[src/rtl/vga_scanout.sv]
// vga_scanout: parametrised VGA timing generator with integer-scaled, centred
// frame-buffer scanout, writable palette and programmable border colour.
// The address and colour pipeline is built from counters only, with no
// multipliers or dividers. Pins trail the timing counters by RD_LATENCY+1
// pixel ticks, and sync and colour stay aligned.
module vga_scanout #(
  parameter int H_VISIBLE  = 640,
  parameter int H_FRONT    = 16,
  parameter int H_SYNC     = 96,
  parameter int H_BACK     = 48,
  parameter int V_VISIBLE  = 480,
  parameter int V_FRONT    = 10,
  parameter int V_SYNC     = 2,
  parameter int V_BACK     = 33,
  parameter int SRC_W      = 160,
  parameter int SRC_H      = 144,
  parameter int SCALE      = 3,
  parameter int PIX_BITS   = 2,
  parameter int RD_LATENCY = 2,
  parameter bit SYNC_POL   = 1'b0,
  localparam int ADDR_W    = $clog2(SRC_W * SRC_H)
) (
  input  logic                Clk,
  input  logic                Reset_n,
  input  logic                pix_en,
  input  logic [11:0]         border_rgb,
  input  logic                pal_wren,
  input  logic [PIX_BITS-1:0] pal_idx,
  input  logic [11:0]         pal_data,
  output logic [ADDR_W-1:0]   fb_rd_addr,
  input  logic [PIX_BITS-1:0] fb_rd_data,
  output logic                VGA_HS,
  output logic                VGA_VS,
  output logic [3:0]          VGA_R,
  output logic [3:0]          VGA_G,
  output logic [3:0]          VGA_B,
  output logic [9:0]          DrawX,
  output logic [9:0]          DrawY,
  output logic                frame_start
);

  localparam int H_TOTAL = H_VISIBLE + H_FRONT + H_SYNC + H_BACK;
  localparam int V_TOTAL = V_VISIBLE + V_FRONT + V_SYNC + V_BACK;
  localparam int WIN_W   = SRC_W * SCALE;
  localparam int WIN_H   = SRC_H * SCALE;
  localparam int X0      = (H_VISIBLE - WIN_W) / 2;
  localparam int Y0      = (V_VISIBLE - WIN_H) / 2;
  localparam int PAL_N   = 2 ** PIX_BITS;
  localparam int SUB_W   = $clog2(SCALE + 1);
  localparam int SX_W    = $clog2(SRC_W + 1);

  localparam logic [9:0] H_LAST = 10'(H_TOTAL - 1);
  localparam logic [9:0] V_LAST = 10'(V_TOTAL - 1);
  localparam logic [9:0] H_VIS  = 10'(H_VISIBLE);
  localparam logic [9:0] V_VIS  = 10'(V_VISIBLE);
  localparam logic [9:0] HS_LO  = 10'(H_VISIBLE + H_FRONT);
  localparam logic [9:0] HS_HI  = 10'(H_VISIBLE + H_FRONT + H_SYNC);
  localparam logic [9:0] VS_LO  = 10'(V_VISIBLE + V_FRONT);
  localparam logic [9:0] VS_HI  = 10'(V_VISIBLE + V_FRONT + V_SYNC);
  localparam logic [9:0] X_LO   = 10'(X0);
  localparam logic [9:0] X_HI   = 10'(X0 + WIN_W);
  localparam logic [9:0] Y_LO   = 10'(Y0);
  localparam logic [9:0] Y_HI   = 10'(Y0 + WIN_H);
  localparam logic [SUB_W-1:0] SUB_LAST = SUB_W'(SCALE - 1);

  // Reset contents of the palette: an evenly spaced grey ramp from white to black.
  function automatic logic [11:0] greyRamp(input int idx);
    int g;
    g = 15 - (15 * idx) / (PAL_N - 1);
    return {3{4'(g)}};
  endfunction

  function automatic logic inWin(input logic [9:0] h, input logic [9:0] v);
    return (h >= X_LO) && (h < X_HI) && (v >= Y_LO) && (v < Y_HI);
  endfunction

  logic [9:0]        r_hcnt, r_vcnt;
  logic [SUB_W-1:0]  r_xsub, r_ysub;
  logic [SX_W-1:0]   r_sx;
  logic [ADDR_W-1:0] r_row_base, r_addr;
  logic [3:0]        r_dly [RD_LATENCY];
  logic [11:0]       r_pal [PAL_N];
  logic              r_hs, r_vs;
  logic [11:0]       r_rgb;

  logic [9:0]        w_hcnt_n, w_vcnt_n;
  logic [SUB_W-1:0]  w_xsub_n, w_ysub_n;
  logic [SX_W-1:0]   w_sx_n;
  logic [ADDR_W-1:0] w_row_n;
  logic              w_h_wrap, w_in_x, w_in_y, w_win_n;
  logic              w_hs0, w_vs0, w_act0, w_win0;
  logic [3:0]        w_tail;

  assign w_in_x = (r_hcnt >= X_LO) && (r_hcnt < X_HI);
  assign w_in_y = (r_vcnt >= Y_LO) && (r_vcnt < Y_HI);
  assign w_hs0  = (r_hcnt >= HS_LO) && (r_hcnt < HS_HI);
  assign w_vs0  = (r_vcnt >= VS_LO) && (r_vcnt < VS_HI);
  assign w_act0 = (r_hcnt < H_VIS) && (r_vcnt < V_VIS);
  assign w_win0 = w_act0 && inWin(r_hcnt, r_vcnt);
  assign w_tail = r_dly[RD_LATENCY-1];

  // Next position of the raster counters and of the scaled source coordinates.
  always_comb begin
    w_h_wrap = (r_hcnt == H_LAST);
    w_hcnt_n = w_h_wrap ? 10'd0 : r_hcnt + 10'd1;
    w_vcnt_n = r_vcnt;
    w_xsub_n = r_xsub;
    w_sx_n   = r_sx;
    w_ysub_n = r_ysub;
    w_row_n  = r_row_base;
    if (w_h_wrap) begin
      w_vcnt_n = (r_vcnt == V_LAST) ? 10'd0 : r_vcnt + 10'd1;
      w_xsub_n = '0;
      w_sx_n   = '0;
      if (w_vcnt_n == 10'd0) begin
        w_ysub_n = '0;
        w_row_n  = '0;
      end else if (w_in_y) begin
        if (r_ysub == SUB_LAST) begin
          w_ysub_n = '0;
          w_row_n  = r_row_base + ADDR_W'(SRC_W);
        end else begin
          w_ysub_n = r_ysub + 1'b1;
        end
      end
    end else if (w_in_x) begin
      if (r_xsub == SUB_LAST) begin
        w_xsub_n = '0;
        w_sx_n   = r_sx + 1'b1;
      end else begin
        w_xsub_n = r_xsub + 1'b1;
      end
    end
    w_win_n = inWin(w_hcnt_n, w_vcnt_n);
  end

  // Stage 0: advance counters and register the address of the new position.
  always_ff @(posedge Clk or negedge Reset_n) begin
    if (!Reset_n) begin
      r_hcnt     <= '0;
      r_vcnt     <= '0;
      r_xsub     <= '0;
      r_sx       <= '0;
      r_ysub     <= '0;
      r_row_base <= '0;
      r_addr     <= '0;
    end else if (pix_en) begin
      r_hcnt     <= w_hcnt_n;
      r_vcnt     <= w_vcnt_n;
      r_xsub     <= w_xsub_n;
      r_sx       <= w_sx_n;
      r_ysub     <= w_ysub_n;
      r_row_base <= w_row_n;
      if (w_win_n) r_addr <= w_row_n + ADDR_W'(w_sx_n);
    end
  end

  // Delay sync, active and window flags until the matching pixel data returns.
  always_ff @(posedge Clk or negedge Reset_n) begin
    if (!Reset_n) begin
      for (int i = 0; i < RD_LATENCY; i++) r_dly[i] <= '0;
    end else if (pix_en) begin
      r_dly[0] <= {w_hs0, w_vs0, w_act0, w_win0};
      for (int i = 1; i < RD_LATENCY; i++) r_dly[i] <= r_dly[i-1];
    end
  end

  // Palette: grey ramp on reset, written on any clock regardless of pix_en.
  always_ff @(posedge Clk or negedge Reset_n) begin
    if (!Reset_n) begin
      for (int i = 0; i < PAL_N; i++) r_pal[i] <= greyRamp(i);
    end else if (pal_wren) begin
      r_pal[pal_idx] <= pal_data;
    end
  end

  // Output stage: sync levels plus blank/border/palette colour select.
  always_ff @(posedge Clk or negedge Reset_n) begin
    if (!Reset_n) begin
      r_hs  <= ~SYNC_POL;
      r_vs  <= ~SYNC_POL;
      r_rgb <= '0;
    end else if (pix_en) begin
      r_hs <= w_tail[3] ? SYNC_POL : ~SYNC_POL;
      r_vs <= w_tail[2] ? SYNC_POL : ~SYNC_POL;
      if (!w_tail[1])     r_rgb <= '0;
      else if (w_tail[0]) r_rgb <= r_pal[fb_rd_data];
      else                r_rgb <= border_rgb;
    end
  end

  assign fb_rd_addr  = r_addr;
  assign VGA_HS      = r_hs;
  assign VGA_VS      = r_vs;
  assign VGA_R       = r_rgb[11:8];
  assign VGA_G       = r_rgb[7:4];
  assign VGA_B       = r_rgb[3:0];
  assign DrawX       = r_hcnt;
  assign DrawY       = r_vcnt;
  assign frame_start = Reset_n & pix_en & (r_hcnt == 10'd0) & (r_vcnt == 10'd0);

endmodule

[config.mk]
export PLATFORM = sky130hd
export DESIGN_NAME = vga_scanout
export DESIGN_NICKNAME = d
export VERILOG_FILES = /design/src/rtl/vga_scanout.sv
export SDC_FILE = /design/constraint.sdc
export NUM_CORES = 1
export LEC_CHECK = 0
export CAP_MARGIN = 20
export CORE_MARGIN = 2
export CORE_UTILIZATION = 60
export CTS_CLUSTER_SIZE = 16
export DETAILED_ROUTE_END_ITERATION = 16
export PLACE_DENSITY = 0.84
export SETUP_SLACK_MARGIN = 0.5
export SLEW_MARGIN = 20
export SYNTH_ARGS = -nofsm -noshare
export SYNTH_HDL_FRONTEND = slang
export SYNTH_SLANG_ARGS = --single-unit
[constraint.sdc]
create_clock -name Clk -period 8 [get_ports Clk]
set_clock_uncertainty 0.15 [all_clocks]
set_input_delay 1.6 -clock Clk [delete_from_list [all_inputs] [get_ports Clk]]
set_output_delay 1.6 -clock Clk [all_outputs]
set_load 0.01 [all_outputs]
# [Word level (Yosys, flattened, before mapping)]
# Cells that the tools add are included.
[classes] add_sub_neg=7 magnitude_cmp=17 eq_ne=4 n_mux=26 bitwise_logic=5 reduce_logical=20
[ops] op="two-way mux 12 bit" count=5
[ops] op="two-way mux 15 bit" count=4
[ops] op="bitwise mux 48 bit" count=1
[ops] op="less-than comparator 10 bit, second input constant" count=4
[ops] op="less-than comparator 10 x 9 -> 1 bit, second input constant" count=4
[ops] op="zero test 10 bit" count=3
[ops] op="two-way mux 10 bit" count=3
[ops] op="binary-select mux 12 bit (select 2 bit)" count=1
[ops] op="demux 12 bit (select 2 bit)" count=1
[ops] op="two-way mux 8 bit" count=3
[ops] op="adder 10 x 1 -> 10 bit, second input constant" count=2
[ops] op="== test 10 bit, second input constant" count=2
[ops] op="greater-or-equal comparator 10 x 5 -> 1 bit, second input constant" count=2
[ops] op="greater-or-equal comparator 10 x 7 -> 1 bit, second input constant" count=2
[ops] op="adder 15 x 8 -> 15 bit" count=1
[ops] op="adder 15 x 8 -> 15 bit, second input constant" count=1
[ops] op="logical AND 1 bit" count=12
[ops] op="two-way mux 2 bit" count=6
[ops] op="greater-or-equal comparator 10 bit, second input constant" count=1
[ops] op="greater-or-equal comparator 10 x 9 -> 1 bit, second input constant" count=1
[ops] op="adder 8 x 1 -> 8 bit, second input constant" count=1
[ops] op="greater-or-equal comparator 3 bit, second input constant" count=2
[ops] op="inverter 2 -> 3 bit" count=2
[ops] op="adder 2 x 1 -> 2 bit, second input constant" count=2
[ops] op="other kinds (7)" count=13
[word_totals] regBits=132 in_bits=32 output_inout_bits=50 word_cells=95

# [Logic depth before layout (Yosys ltp)]
# Gate-level depths: netlist of run 1.
[logic_depth] word_depth=7 ltp_mapped=17

# [Worst setup path before layout of run 1]
# OpenSTA, ideal clock, no wires.
[synth_path] kind="reg-to-reg" start="reg r_vcnt[1] (netlist: DrawY[1])" end="reg r_addr[10] (netlist: fb_rd_addr[10])" setup_ns=0.125 t_arrival_ns=4.058 slack_ns=3.667 stages_incl_launch_ff=18 n_path_buf=2 synth_period_minus_slack_ns=4.333 path_cell_list="dfrtp_1 ha_1 and4_1 clkbuf_1 o311ai_0 nor4_1 o221a_2 clkbuf_1 nor2b_1 ha_1 fa_1 a21oi_1 o211ai_1 o21ai_0 a2111oi_0 a21oi_1 xnor2_1 mux2_4"
[synth_via] word_cells_on_any_way=17
[synth_rtl] element="start: declaration" line="77" rtl="logic [9:0] r_hcnt, r_vcnt;"
[synth_rtl] element="start signal: assignment" line="149" rtl="r_vcnt <= w_vcnt_n;"
[synth_rtl] element="adder 10 x 1 -> 10 bit, or another cell as far along" line="112" rtl="w_vcnt_n = (r_vcnt == V_LAST) ? 10'd0 : r_vcnt + 10'd1;"
[synth_rtl] element="two-way mux 10 bit / logical AND 1 bit (equally long branches)" line="112, 95"
[synth_rtl] element="zero test 10 bit / two-way mux 15 bit (equally long branches)" line="115, 118"
[synth_rtl] element="two-way mux 15 bit *" line="115" rtl="if (w_vcnt_n == 10'd0) begin"
[synth_rtl] element="two-way mux 15 bit *" line="111" rtl="if (w_h_wrap) begin"
[synth_rtl] element="net w_row_n[0]" line="89" rtl="logic [ADDR_W-1:0] w_row_n;"
[synth_rtl] element="adder 15 x 8 -> 15 bit *" line="154" rtl="if (w_win_n) r_addr <= w_row_n + ADDR_W'(w_sx_n);"
[synth_rtl] element="end signal: assignment" line="154"
[synth_rtl] element="end: declaration" line="80" rtl="logic [ADDR_W-1:0] r_row_base, r_addr;"
# Mark *: on every way through the listed nets, which the timed path passes. The rest lies on a longest branch.
# A chain may end at the register's enable or synchronous reset.

# [Worst setup path in the final report of run 1]
[layout_path] start="reg r_vcnt[4] (netlist: DrawY[4])" end="reg r_addr[10] (netlist: fb_rd_addr[10])"
# The elaborated chain is that of the path after synthesis.

==> impl_metrics.yaml, run 1 <==
pwr:
  ir_worst_vdd_mv: 0.1776
  power_density_mw_per_mm2: 218.5
  share_seq_of_total_power_pct: 43.5
  clockPowerShare_pct: 39.6
  internal_power_w: 0.001411
  p_comb_share_pct: 17.0
  p_total_w: 0.001951
  p_sw_w: 0.0005394
  p_leak_nw: 3.688
  swShare_pct: 27.65
route:
  wl_per_cell_um: 18.78
  vias_per_cell: 6.247
  firstDrtPassIters: 6
  wl_mm: 18.03
  drc: 0
  vias: 5997
  ant_nets: 0
  drt-initial-drc-count: 604
global_routing:
  track_usage_pct: 27.84
  antenna_found_initial: 0
  grt_pass1_vias: 5890
  grt_pass1_wl_mm: 29.16
  grt_remaining_overflow: 0
  grt_max_degree: 84
clocking:
  worstSkewPairLatency_ns: 0.43
  root_buffer: "clkbuf_16"
  cts_buffers: 17
  cts-htree-levels: 4
  cts_resized: 0
  cts_hold_buf: 0
  cts_tree: "yes"
  post-cts-setup-buffer-count: 0
  cts_sinks: 132
  clk_pin_slew_ns: 0.06
  clock_path_buffers: 2
place:
  gp_congestion: 0.9454
  portBuffers: 81
  hpwl_mm: 11.80
floorplan:
  std_cell_rows: 40
  core-area_sq_mm: 0.01211
  start_util_pct: 62.04
  die_area_sq_mm: 0.01343
  io_pins: 82
  die_w_um: 115.9
  chipHeight_um: 115.9
min_path:
  holdCritPathClass: "reg -> reg"
critical_path:
  cp-end-kind: "flop"
  start_kind: "flop"
  crit_required_ns: 8.16
  rrSetupSlack_ns: 2.86
  path_class: "reg -> reg"
  crit_path_max_fanout: 21
  arrival_ns: 5.29
sta:
  rsz0062_at_grt: "no"
  worst_pin_slew_ns: 0.8891
  max-slew-margin-rel_pct: 40.18
  setup_viol_count_final: 0
  post-route-period-util_pct: 64.21
  period_minus_slack_ns: 5.137
  hold_viol_final: 0
  max_freq_ghz: 0.1947
  slew_viol_final: 0
  setup-tns-final_ns: 0
layout:
  multi_input_area_sq_mm: 0.003842
  syn2layout_area_growth_pct: 18.82
  nets: 827
  final_layout_size_suffix_gt1_share_pct: 19.19
  fillers: 839
  diodes: 0
  seqCellArea_sq_mm: 0.003336
  final_common_cell: "dfrtp_1"
  final_cell_mix: "dfrtp_1, clkdlybuf4s50_1, mux2_2, o21ai_0, nor2_1"
synthesis:
  synth_area_sq_mm: 0.007513
  syn_nets: 772
  synth_area_leaders: "dfrtp_1, mux2_2, dfstp_2"
  ys_warn_count: 0
  synth-main-ff-cell: "dfrtp_1"
  synth_top_area_cell: "dfrtp_1"
  async_reset_ff_share_pct: 100.0
  synth_edf_count: 0
  synth.distinct_cells: 68
  synth_cells: 724
  avgSynthCellArea_sq_um: 10.38
  synth_top_cell_area_share_pct: 35.30
  synth-seq-area-share_pct: 44.40
  ys_ff_latch: 132
outcome:
  status: "completed"
run:
  cap_violations: 0
-- power groups by stage --
| stage | logic (W) | registers, W | clock network (W) |
|---|---|---|---|
| 2_1_floorplan | 0.000238 | 0.000821 | 0 |
| 3_3_place_gp | 0.000316 | 0.000846 | 0 |
| 3_5_place_dp | 0.000328 | 0.000854 | 0 |
| 4_1_cts | 0.000334 | 0.000845 | 0.000777 |
| 5_1_grt | 0.000365 | 0.000858 | 0.000808 |
| 6_report | 0.000331 | 0.000848 | 0.000772 |
-- metal layers --
metal / vias to the layer above / routed length [um] / track usage (%)
met5: - / 0 / 0
met4: 0 / 361 / 9.762
met3: 44 / 1049 / 6.538
met2: 236 / 8995 / 46.74
met1: 2963 / 7626 / 35.65
li1: 2754 / - / -
-- worst max-delay path: stages, from the launching register on --
cell       delay (ns)
dfrtp_1          0.72
and4_1           0.50
o311ai_0         0.20
nor4_1           0.52
o221a_2          0.56
nor2b_1          0.10
ha_1             0.23
fa_1             0.42
a21oi_1          0.22
o211ai_1         0.16
o21ai_0          0.51
a2111oi_0        0.15
a21oi_1          0.21
xnor2_1          0.09
mux2_4           0.27
-- logic make-up (layout without fill, tap and decap cells) --
kind of cell	Yosys count	count (layout)	synth area share, %
and+or+nand+nor	215	215	15.24
AOI/OAI and AO/OA	142	142	12.07
DFF	132	132	44.40
muxes	101	101	16.87
buffers and inverters	82	150	4.463
xor gates and xnor gates	36	36	4.197
adders and majority gates	16	16	2.764
-- cell usage after synthesis (all sizes together) (16+ instances only) --
cell type  number
o21ai          48
o22ai          18
nor2           46
clkbuf         35
nand3          24
nand2          41
dfrtp         106
inv            33
mux2           73
mux2i          16
a21oi          23
xnor2          27
dfstp          26
nor3           17
-- sequential cells by signal, summed over array words and instances, names as in the netlist, 4 cells and up --
signal,cells
r_pal,48
fb_rd_addr,15
r_rgb,12
DrawX,10
r_sx,8
r_dly,4
r_row_base,15
w_tail,4
DrawY,10
-- stage by stage --
stage | util, % | hold WS (ns) | std cells | setup WS, ns | cell area, sq um
after global routing | 73.71 | 0.2880 | 960 | 2.672 | 8927
final | 73.71 | 0.2688 | 960 | 2.863 | 8927
after detailed placement | 68.91 | 0.2683 | 928 | 2.982 | 8346
after global placement | 68.91 | 0.2518 | 928 | 3.011 | 8346
after floorplan | - | 0.2375 | 724 | 3.667 | 7513
after CTS | 73.68 | 0.2759 | 960 | 2.979 | 8924
-- final timing paths --
path                            startpoint              to  depth (start not counted)
worst max register to register    DrawY[4]  fb_rd_addr[10]                         14
min in group asynchronous          Reset_n        DrawY[2]                          1
worst max-delay path              DrawY[4]  fb_rd_addr[10]                         14
worst min register to register   w_tail[3]          VGA_HS                          1
worst min-delay path             w_tail[3]          VGA_HS                          1
max in group asynchronous          Reset_n       r_pal[17]                          2
-- layout make-up --
| type | instances | area share (%) |
|---|---|---|
| Inverter | 33 | 1.388 |
| Clock inverter | 11 | 1.430 |
| Timing Repair Buffer | 85 | 9.376 |
| Tap cell | 168 | 2.355 |
| Sequential cell | 132 | 37.37 |
| Clock buffer | 21 | 5.046 |
| Multi-Input combinational cell | 510 | 43.04 |
Power figures use the tool's default switching activity.
==> run 2, diff against run 1 <==
Settings changed: CORE_UTILIZATION 60 to 52, PLACE_DENSITY 0.84 to 0.77.
Clock period 8 ns to 4.15 ns, I/O delays scaled along.
==> run 2 against run 1 <==
  * Sequential share of layout area is 2.8 points lower
  * Cell area grew 8.3%
  * Sequential power up 89%
  * Clock-buffer cell count shrank 2
  * Clock power up 80%
  * Maximum frequency grew 39%
==> impl_metrics.yaml, run 2 (same netlist as run 1, synthesis figures left out) <==
outcome:
  status: "completed"
critical_path:
  crit_path_max_fanout: 7
  start_kind: "flop"
  crit_start: "DrawY[0]"
  cp-end-kind: "flop"
  path_class: "reg -> reg"
  r2r_start: "DrawY[0]"
  arrival_ns: 3.84
  crit_required_ns: 4.30
clocking:
  cts_hold_buf: 0
  clock_path_buffers: 2
  clk_pin_slew_ns: 0.06
  cts_buffers: 17
  cts_tree: "yes"
  root_buffer: "clkbuf_16"
  cts-htree-levels: 4
  worstSkewPairLatency_ns: 0.42
  cts_sinks: 132
floorplan:
  core-area_sq_mm: 0.01399
  die_area_sq_mm: 0.01543
  std_cell_rows: 43
  chipHeight_um: 124.2
  start_util_pct: 53.71
  io_pins: 82
  die_w_um: 124.2
place:
  gp_congestion: 0.8977
  portBuffers: 81
  hpwl_mm: 13.15
  pre_cts_slack_ns: 0.1864
sta:
  timing.final.ws_setup_ns: 0.4590
  post-route-period-util_pct: 88.94
  max-slew-margin-rel_pct: 39.91
  hold_viol_final: 0
  setup_viol_count_final: 0
  max_freq_ghz: 0.2709
  setup-tns-final_ns: 0
  worst_pin_slew_ns: 0.9013
  slew_viol_final: 0
  period_minus_slack_ns: 3.691
  rsz0062_at_grt: "yes"
pwr:
  ir_worst_vdd_mv: 0.3582
  power_density_mw_per_mm2: 392.9
  p_leak_nw: 3.988
global_routing:
  grt_pass1_wl_mm: 32.33
  antenna_found_initial: 0
  grt_max_degree: 73
  grt_remaining_overflow: 0
  track_usage_pct: 25.72
  grt_pass1_vias: 6386
route:
  vias_per_cell: 6.046
  drt-initial-drc-count: 652
  wl_mm: 19.86
  drc: 0
  firstDrtPassIters: 7
  vias: 6233
  wl_per_cell_um: 19.26
  ant_nets: 0
layout:
  final_common_cell: "dfrtp_1"
  regMostFlops: "r_pal"
  final_cell_mix: "dfrtp_1, clkdlybuf4s50_1, mux2_2, buf_4, o21ai_0"
  diodes: 0
  nets: 886
  syn2layout_area_growth_pct: 28.69
  largest_register_ffs: 48
  final_layout_size_suffix_gt1_share_pct: 31.26
min_path:
  hp-start: "w_tail[2]"
  holdCritPathClass: "reg -> reg"
run:
  cap_violations: 0
run 2: final cells by class:
| class | count | area, sq um |
|---|---|---|
| clock buffer | 19 | 442.9 |
| clock inverter | 13 | 100.1 |
| fill | 1029 | 4319 |
| inverter | 33 | 123.9 |
| multi-input combinational | 510 | 4134 |
| sequential | 132 | 3347 |
| tap | 180 | 225.2 |
| timing repair buffer | 144 | 1296 |
run 2: layer usage:
| metal | global-route usage (%) | vias up | wire (um) |
|---|---|---|---|
| met4 | 9.650 | 0 | 418 |
| li1 | - | 2883 | - |
| met2 | 42.11 | 200 | 9791 |
| met1 | 33.59 | 3117 | 8611 |
| met3 | 5.723 | 33 | 1033 |
| met5 | 0 | - | 0 |
run 2: critical path, stage by stage (launching register included):
cell and delay, ns:
dfrtp_2 0.42, ha_4 0.18, and4_4 0.28, o311ai_4 0.12, nor4_4 0.32, o221a_4 0.34, nor2b_4 0.07, ha_4 0.17
fa_2 0.36, a21oi_2 0.17, o211ai_1 0.14, o21ai_2 0.23, a2111oi_2 0.06, a21oi_1 0.18, xnor2_1 0.09, mux2_4 0.28
run 2: where the power goes:
group	switching (W)	internal (W)
clock network	0.000606	0.000786
logic	0.000385	0.000421
registers	0.000128	0.00147
run 2: final timing paths:
| check | cells after the start | to | slack [ns] |
|---|---|---|---|
| worst max-delay path | 15 | fb_rd_addr[10] | 0.46 |
| worst min-delay path | 1 | VGA_VS | 0.28 |
| worst max register to register | 15 | fb_rd_addr[10] | 0.46 |
| worst min register to register | 1 | VGA_VS | 0.28 |
| max in group asynchronous | 3 | DrawX[7] | 1.92 |
| min in group asynchronous | 2 | DrawY[5] | 0.46 |
run 2: repair_timing:
| action | CTS | global route |
|---|---|---|
| pin swaps | 15 | 22 |
| gates resized for setup | 28 | 27 |
| setup buffers | 12 | 16 |
| endpoints found under the hold margin | 0 | 0 |
| setup endpoints to repair | 14 | 8 |
run 2: through the flow:
stage | utilization, % | power, W | std cells | hold WS, ns | cell area (sq um)
after global placement | 61.94 | 0.002283 | 971 | 0.2546 | 8665
after global routing | 69.12 | 0.003965 | 1031 | 0.2995 | 9669
final | 69.12 | 0.003799 | 1031 | 0.2815 | 9669
after floorplan | - | 0.002055 | 724 | 0.2375 | 7616
after CTS | 67.30 | 0.003756 | 1015 | 0.2813 | 9414
after detailed placement | 61.94 | 0.002328 | 971 | 0.2689 | 8665
